## src/rtl/regbank_pkg.sv

```systemverilog
// Shared definitions for the 8-entry register bank write side: default widths,
// register count, clear-sequence bound and the FSM state encoding.
package regbank_pkg;

    localparam int DEF_DATA_W = 8;
    localparam int DEF_SEL_W  = 3;
    localparam int NREGS      = 2 ** DEF_SEL_W;
    localparam int CLR_LAST   = NREGS - 1;

    // Plain localparam encoding keeps the state vector compatible with older tools.
    typedef logic [0:0] state_t;
    localparam state_t ST_IDLE  = 1'b0;
    localparam state_t ST_CLEAR = 1'b1;

endpackage : regbank_pkg

```

## src/rtl/dec_onehot.sv

```systemverilog
// One-hot decoder with enable: drives exactly one bit of onehot when en is high,
// all zeros otherwise. Produces the per-register write enables.
module dec_onehot
    import regbank_pkg::*;
#(
    parameter int SEL_W = DEF_SEL_W,
    parameter int NOUT  = 2 ** SEL_W
) (
    input  logic             en,
    input  logic [SEL_W-1:0] sel,
    output logic [NOUT-1:0]  onehot
);

    // NOTE: every always_comb output gets a default first so no path can infer a latch.
    always_comb begin
        onehot = '0;
        if (en) begin
            onehot[sel] = 1'b1;
        end
    end

endmodule : dec_onehot

```

## src/rtl/demux8_regbank.sv

```systemverilog
// Write side of the 8-entry register bank: valid/ready write port, one-hot routed
// writes and an 8-cycle bank clear. Define ZERO_REG_EN to hard-wire r0 to zero.
module demux8_regbank
    import regbank_pkg::*;
#(
    parameter int                 DATA_W    = DEF_DATA_W,
    parameter int                 SEL_W     = DEF_SEL_W,
    parameter logic [DATA_W-1:0]  RESET_VAL = '0
) (
    input  logic              clk,
    input  logic              rst,
    input  logic              wr_valid,
    output logic              wr_ready,
    input  logic [SEL_W-1:0]  wr_sel,
    input  logic [DATA_W-1:0] wr_data,
    input  logic              clr_req,
    output logic              clr_busy,
    output logic [DATA_W-1:0] r0,
    output logic [DATA_W-1:0] r1,
    output logic [DATA_W-1:0] r2,
    output logic [DATA_W-1:0] r3,
    output logic [DATA_W-1:0] r4,
    output logic [DATA_W-1:0] r5,
    output logic [DATA_W-1:0] r6,
    output logic [DATA_W-1:0] r7
);

    localparam int               NR       = 2 ** SEL_W;
    localparam logic [SEL_W-1:0] LAST_IDX = SEL_W'(CLR_LAST);
`ifdef ZERO_REG_EN
    localparam bit ZERO_R0 = 1'b1;
`else
    localparam bit ZERO_R0 = 1'b0;
`endif

    state_t              state;
    logic [SEL_W-1:0]    clr_idx;
    logic                in_clear;
    logic                wr_fire;
    logic                dec_en;
    logic [SEL_W-1:0]    dec_sel;
    logic [DATA_W-1:0]   dec_data;
    logic [NR-1:0]       we;
    logic [DATA_W-1:0]   regs [NR];

    assign in_clear = (state == ST_CLEAR);
    assign clr_busy = in_clear;
    // A pending clear request blocks the write in the same cycle: clear wins.
    assign wr_ready = !rst && (state == ST_IDLE) && !clr_req;
    assign wr_fire  = wr_valid && wr_ready;

    // The clear sequence borrows the write path: index from the counter, data forced to 0.
    assign dec_en   = wr_fire || in_clear;
    assign dec_sel  = in_clear ? clr_idx : wr_sel;
    assign dec_data = in_clear ? '0 : wr_data;

    dec_onehot #(
        .SEL_W (SEL_W),
        .NOUT  (NR)
    ) u_dec (
        .en     (dec_en),
        .sel    (dec_sel),
        .onehot (we)
    );

    // NOTE: sequential state uses non-blocking assignments only, so every flop samples pre-edge values.
    always_ff @(posedge clk) begin
        if (rst) begin
            state   <= ST_IDLE;
            clr_idx <= '0;
        end else begin
            case (state)
                ST_IDLE: begin
                    if (clr_req) begin
                        state <= ST_CLEAR;
                    end
                end
                ST_CLEAR: begin
                    clr_idx <= clr_idx + 1'b1;
                    if (clr_idx == LAST_IDX) begin
                        state <= ST_IDLE;
                    end
                end
                default: state <= ST_IDLE;
            endcase
        end
    end

    // NOTE: the bank is flops, not RAM, so every entry is reset explicitly to a known value.
    always_ff @(posedge clk) begin
        for (int i = 0; i < NR; i++) begin
            if (ZERO_R0 && i == 0) begin
                regs[i] <= '0;
            end else if (rst) begin
                regs[i] <= RESET_VAL;
            end else if (we[i]) begin
                regs[i] <= dec_data;
            end
        end
    end

    assign r0 = regs[0];
    assign r1 = regs[1];
    assign r2 = regs[2];
    assign r3 = regs[3];
    assign r4 = regs[4];
    assign r5 = regs[5];
    assign r6 = regs[6];
    assign r7 = regs[7];

endmodule : demux8_regbank

```

## config.mk

```make
export PLATFORM = sky130hd
export DESIGN_NAME = demux8_regbank
export DESIGN_NICKNAME = d
export VERILOG_FILES = /design/src/rtl/regbank_pkg.sv /design/src/rtl/dec_onehot.sv /design/src/rtl/demux8_regbank.sv
export SDC_FILE = /design/constraint.sdc
export NUM_CORES = 1
export LEC_CHECK = 0
export ABC_CLOCK_PERIOD_IN_PS = 2850
export CORE_MARGIN = 2
export CORE_UTILIZATION = 40
export CTS_CLUSTER_DIAMETER = 60
export DETAILED_ROUTE_END_ITERATION = 10
export PLACE_DENSITY = 0.68
export SYNTH_ARGS = -nofsm -noshare
export SYNTH_HDL_FRONTEND = slang
export SYNTH_SLANG_ARGS = --single-unit
export TNS_END_PERCENT = 5
```

## constraint.sdc

```tcl
create_clock -name clk -period 2.85 [get_ports clk]
set_clock_uncertainty 0.05 [all_clocks]
set_input_delay 0.57 -clock clk [delete_from_list [all_inputs] [get_ports clk]]
set_output_delay 0.57 -clock clk [all_outputs]
set_load 0.02 [all_outputs]
```

==> impl_metrics.py, run 1 <==
metrics = {
    "floorplan": {
        "rows": 31,
        "fp.coreArea_mm2": 0.007214,
        "die-area_mm2": 0.008138,
        "die_h_um": 90.21,
        "die_w_um": 90.21,
        "ios": 81,
        "start_util_pct": 41.21,
    },
    "power_and_ir_drop": {
        "power.share.switching_pct": 25.82,
        "combPwrFrac_pct": 13.9,
        "totalPowerFinal_mw": 2.244,
        "power_density_mw_per_mm2": 551.2,
        "p_int_mw": 1.664,
        "p_sw_uw": 579.3,
        "p_clk_share_pct": 34.5,
        "ir_drop_mv": 0.2237,
        "p_leak_nw": 1.323,
        "p_seq_share_pct": 51.6,
    },
    "timing": {
        "drv_slew": 0,
        "worstMarginPinSlew_ps": 688.6,
        "hold_violations": 0,
        "relSlewSlack_pct": 53.45,
        "rsz0062_at_grt": "no",
        "post-route-min-period_ps": 2531,
        "post-route-period-util_pct": 88.81,
        "setup_viol": 0,
        "fmax_ghz": 0.3951,
        "finalSetupTns_ps": 0,
    },
    "worst_setup_path": {
        "reg2reg_to": "regs[0][21]",
        "critPathKind": "input pin to primary output",
        "crit_arrival_ps": 1910,
        "cp-start-kind": "input pin",
        "cp_data_required_time_ps": 2230,
        "cp_max_fo": 9,
        "reg2reg_depth": 3,
        "rrSetupSlack_ps": 960,
        "end_kind": "primary output",
        "r2r-start": "clr_busy",
    },
    "min_path": {
        "worstHoldPathType": "flop to flop",
        "hold_depth": 2,
        "min_to": "clr_idx[1]",
        "hold_start": "clr_idx[1]",
    },
    "global_routing": {
        "grt-ovfl-total": 0,
        "grt_usage_pct": 17.45,
        "busiest_layer": "met2",
        "use_met3_pct": 4.778,
        "grt_pass1_vias": 2006,
        "grt_pass1_wl_mm": 10.88,
        "grt_max_degree": 39,
        "gr-usage-met2_pct": 26.00,
        "antenna_found_initial": 0,
        "gr-usage-met1_pct": 24.94,
    },
    "clock_tree": {
        "tritoncts": "done",
        "hold_buffers": 0,
        "clkLatencyLatePin_ps": 340,
        "cts-root-buf": "clkbuf_8",
        "cts_made_buffers": 9,
        "clkTransAtPathRegs_ps": 70,
        "cts.sinks": 68,
        "h-tree-depth": 3,
        "post_cts_buffers": 0,
        "clockBufferDepth": 2,
        "cts_resized": 0,
    },
    "logic_synthesis": {
        "syn-num-nets": 223,
        "yosysWarnings": 0,
        "ys_top_cells_by_area": "edfxtp_1, nor4_2, nor4_1",
        "yosysTopAreaCellShare_pct": 64.65,
        "syn_area_mm2": 0.002973,
        "ys_types": 31,
        "syn_avg_cell_area_um2": 14.43,
        "yosysTopAreaCell": "edfxtp_1",
        "synth-seq-cells": 68,
        "ys_seq_area_share_pct": 67.34,
        "syn_inst": 206,
    },
    "final_layout": {
        "synthToLayoutAreaGrowth_pct": 36.91,
        "nNetsFinal": 302,
        "n_fill_cell": 625,
        "fin_area_mm2": 0.004070,
        "final_layout_size_suffix_gt1_share_pct": 15.86,
        "antenna_cells": 0,
    },
    "run_status": {
        "status": "complete, no violations",
    },
    "route": {
        "drtPass1Iterations": 4,
        "routedWlPerCell_um": 17.91,
        "vias_per_cell": 5.465,
        "drc_errors": 0,
        "vias": 2126,
        "drtIter0Drc": 120,
        "routed_wl_mm": 6.967,
        "ant_nets": 0,
    },
    "placed_design": {
        "place.gp.congestion": 0.8133,
        "io_buffers": 80,
        "dp_hpwl_mm": 4.669,
        "dpl_cell_area_mm2": 0.003880,
    },
    "flow_run": {
        "maxCapViolations": 0,
    },
}
-- cell families after synthesis --
kind of cell / after synthesis / share of synthesized area (%)
flip-flops: 68 / 67.34
adder cells (fa/ha/maj): 2 / 0.8416
buffers and inverters: 29 / 4.167
AO/OA/AOI/OAI: 10 / 2.904
AND/OR/NAND/NOR: 94 / 23.78
XOR/XNOR: 1 / 0.2947
multiplexers: 2 / 0.6734
-- layout by cell type (no fill, tap or decap), types with 2 or more instances in the layout --
cell              n
nor4_1           21
inv_1             6
a221o_1           6
edfxtp_1         64
nor2b_1           3
nand2b_1          2
nand4bb_1         6
dfxtp_1           3
nor2_1           16
buf_4            11
nor4_2           19
mux2i_1           2
or4b_1            2
nor3_1           14
nor3b_1           2
clkinv_2          3
nand4b_1          2
ha_1              2
or3b_1            2
clkdlybuf4s50_1  80
clkbuf_8          9
-- area by class of cell --
class	count	area (um2)	area share [%]
Sequential cell	68	2003	49.22
Timing Repair Buffer	91	883.3	21.70
Multi-Input combinational cell	109	847.1	20.81
Clock buffer	9	123.9	3.043
Tap cell	99	123.9	3.043
Clock inverter	7	66.31	1.629
Inverter	6	22.52	0.5533
-- power groups by stage --
stage          Sequential, mW  Clock (mW)  Combinational, mW
3_5_place_dp             1.18           0              0.312
4_1_cts                  1.16       0.787              0.312
6_report                 1.16       0.773              0.312
2_1_floorplan            1.24           0              0.111
5_1_grt                  1.16       0.840              0.329
3_3_place_gp             1.18           0              0.308
-- through the flow --
| step | hold WS (ps) | setup slack (ps) | utilization, % | instances |
|---|---|---|---|---|
| final | 549.2 | 318.8 | 56.42 | 389 |
| after global routing | 586.3 | 241.8 | 56.42 | 389 |
| after CTS | 558.7 | 309.5 | 56.42 | 389 |
| after detailed placement | 546.1 | 213.3 | 53.78 | 373 |
| after global placement | 524.7 | 246.9 | 53.78 | 373 |
| after floorplan | 483.2 | 574.0 | - | 206 |
-- worst max-delay path, cell delays in order --
cell and delay [ps]:
clkdlybuf4s50_1 530, nor3_1 180, clkdlybuf4s50_1 630
-- metal layers --
layer	wire length [um]	vias up
met5	0	-
met4	84	0
met3	444	8
met2	3263	88
met1	3174	1053
li1	-	977
-- synth_stat cells --
cell type / instances
nor3_1: 14
clkbuf_1: 10
nand3b_1: 1
edfxtp_1: 64
or3_1: 1
o21ai_0: 1
mux2i_1: 2
buf_2: 6
ha_1: 2
or4b_1: 2
o211ai_1: 1
a41oi_1: 1
buf_1: 5
or3b_1: 2
and2_1: 1
nand4b_1: 2
nor4_2: 19
buf_4: 2
inv_1: 6
nand2b_1: 2
nor3b_1: 2
a221o_1: 6
nand4bb_1: 6
nor2_1: 16
xnor2_1: 1
nor4b_1: 1
a21oi_1: 1
nor4_1: 21
dfxtp_1: 4
nor2b_1: 3
nor4bb_1: 1
-- flip-flops by register name (all words and copies together), names as in the netlist --
| name | flops |
|---|---|
| clr_busy | 1 |
| clr_idx | 3 |
| regs | 64 |
-- how the worst max path moves through the flow --
stage	startpoint	to	slack, ps	cells past startpoint
CTS	clr_req	wr_ready	310	3
floorplan	wr_sel[1]	regs[1][24]	570	4
finish	clr_req	wr_ready	320	3
detailed placement	wr_sel[1]	regs[0][6]	210	3
global route	clr_req	wr_ready	240	3
global placement	wr_sel[1]	regs[0][9]	250	3
No activity file was read; power rests on OpenSTA's default activity.
==> inputs of run 2 (changes only) <==
--- a/config.mk
+++ b/config.mk
@@ -10,6 +10,7 @@
 export CORE_UTILIZATION = 40
 export CTS_CLUSTER_DIAMETER = 60
 export DETAILED_ROUTE_END_ITERATION = 10
+export MAX_ROUTING_LAYER = met4
 export PLACE_DENSITY = 0.68
 export SYNTH_ARGS = -nofsm -noshare
 export SYNTH_HDL_FRONTEND = slang
==> run 2 against run 1 <==
First-iteration DRC count grew 14%. Wire length grew 0.62%. Critical path type unchanged. Clock power hardly changed. Global-route usage up 0.53 points. Via count down 1.3%. Die area did not move. Maximum frequency hardly changed. Power about the same.
==> impl_metrics.py, run 2 (synthesis gave the netlist of run 1 again) <==
metrics = {
    "worst_setup_path": {
        "crit_start": "clr_req",
        "crit_arrival_ps": 1910,
        "max_stage_delay_ps": 630,
        "cp.buffers_inverters": 2,
        "worstPathCellList": "clkdlybuf4s50_1 > nor3_1 > clkdlybuf4s50_1",
        "crit_path_frequent_cell": "clkdlybuf4s50_1",
        "cp_data_required_time_ps": 2230,
        "cp_max_fo": 9,
        "end_kind": "primary output",
        "cp-start-kind": "input pin",
        "critPathKind": "input pin to primary output",
        "crit_path_top_delay_cell": "clkdlybuf4s50_1",
        "r2r-start": "clr_busy",
        "critPathTopFamily": "buffers and inverters",
    },
    "clock_tree": {
        "cts_made_buffers": 9,
        "cts-root-buf": "clkbuf_8",
        "cts_resized": 0,
        "h-tree-depth": 3,
        "clockBufferDepth": 2,
        "tritoncts": "done",
        "clkLatencyLatePin_ps": 340,
        "clkTransAtPathRegs_ps": 70,
        "post_cts_buffers": 0,
        "hold_buffers": 0,
        "cts.sinks": 68,
    },
    "placed_design": {
        "io_buffers": 80,
        "pre_cts_ws_ps": 213.3,
        "dp_hpwl_mm": 4.669,
        "dp.cells": 373,
        "dpl_cell_area_mm2": 0.003880,
        "place.gp.congestion": 0.8253,
    },
    "route": {
        "vias": 2099,
        "drtIter0Drc": 137,
        "routed_wl_mm": 7.010,
        "vias_per_cell": 5.396,
        "drc_errors": 0,
        "drtPass1Iterations": 5,
        "routedWlPerCell_um": 18.02,
        "ant_nets": 0,
    },
    "min_path": {
        "worstHoldPathType": "flop to flop",
        "hold_start": "clr_idx[1]",
    },
    "floorplan": {
        "die_h_um": 90.21,
        "start_util_pct": 41.21,
        "rows": 31,
        "ios": 81,
        "die-area_mm2": 0.008138,
        "fp.coreArea_mm2": 0.007214,
        "die_w_um": 90.21,
    },
    "final_layout": {
        "final_layout_size_suffix_gt1_share_pct": 15.86,
        "seqCellArea_mm2": 0.002003,
        "multi_input_comb_area_um2": 847.1,
        "n_fill_cell": 625,
        "final_util_pct": 56.42,
        "stdcell_count": 389,
        "largest_reg_flops": 64,
        "largest_register": "regs",
        "final_common_cell": "clkdlybuf4s50_1",
        "synthToLayoutAreaGrowth_pct": 36.91,
        "fin_area_mm2": 0.004070,
        "nNetsFinal": 302,
        "antenna_cells": 0,
        "final_cell_mix": "clkdlybuf4s50_1, edfxtp_1, nor4_1",
    },
    "global_routing": {
        "antenna_found_initial": 0,
        "grt_max_degree": 39,
        "grt_pass1_wl_mm": 10.88,
        "grt-ovfl-total": 0,
        "grt_usage_pct": 17.97,
        "grt_pass1_vias": 2002,
    },
    "flow_run": {
        "maxCapViolations": 0,
    },
    "timing": {
        "layout_setup_ws_ps": 319.8,
        "post-route-min-period_ps": 2530,
        "fmax_ghz": 0.3952,
        "whs_ps": 549.8,
        "setup_viol": 0,
        "post-route-period-util_pct": 88.78,
        "finalSetupTns_ps": 0,
        "hold_violations": 0,
        "relSlewSlack_pct": 54.00,
        "drv_slew": 0,
        "worstMarginPinSlew_ps": 680.4,
        "rsz0062_at_grt": "no",
    },
    "power_and_ir_drop": {
        "totalPowerFinal_mw": 2.246,
        "power_density_mw_per_mm2": 551.7,
        "p_leak_nw": 1.323,
        "ir_drop_mv": 0.2234,
    },
    "run_status": {
        "status": "complete, no violations",
    },
}
[run 2: worst paths after layout]
check	slack (ps)	to	cells past startpoint
worst max register to register	980	regs[1][18]	3
worst max-delay path	320	wr_ready	3
worst min-delay path	550	clr_idx[1]	2
worst min register to register	550	clr_idx[1]	2
[run 2: cell type report]
| cell class | count | area share, % |
|---|---|---|
| Multi-Input combinational cell | 109 | 20.81 |
| Sequential cell | 68 | 49.22 |
| Clock buffer | 9 | 3.043 |
| Timing Repair Buffer | 91 | 21.70 |
| Inverter | 6 | 0.5533 |
| Tap cell | 99 | 3.043 |
| Clock inverter | 7 | 1.629 |
[run 2: power breakdown]
part | switching [mW] | internal [mW] | leakage, nW
Clock | 0.374 | 0.401 | 0.101
Sequential | 0.0204 | 1.14 | 0.698
Combinational | 0.187 | 0.125 | 0.525
Total | 0.581 | 1.66 | 1.32
[run 2: per-layer routing]
layer | GRT usage, % | share of wire, % | up-vias | routed length [um]
met5 | - | 0 | - | 0
li1 | - | - | 976 | -
met2 | 26.00 | 48 | 85 | 3383
met3 | 4.778 | 6.0 | 2 | 421
met1 | 25.00 | 45 | 1036 | 3180
met4 | 5.513 | 0.36 | 0 | 25
[run 2: tightest hold or removal path: stages (launching register included)]
cell and delay [ps]:
dfxtp_1 370, mux2i_1 140, nor2_1 50
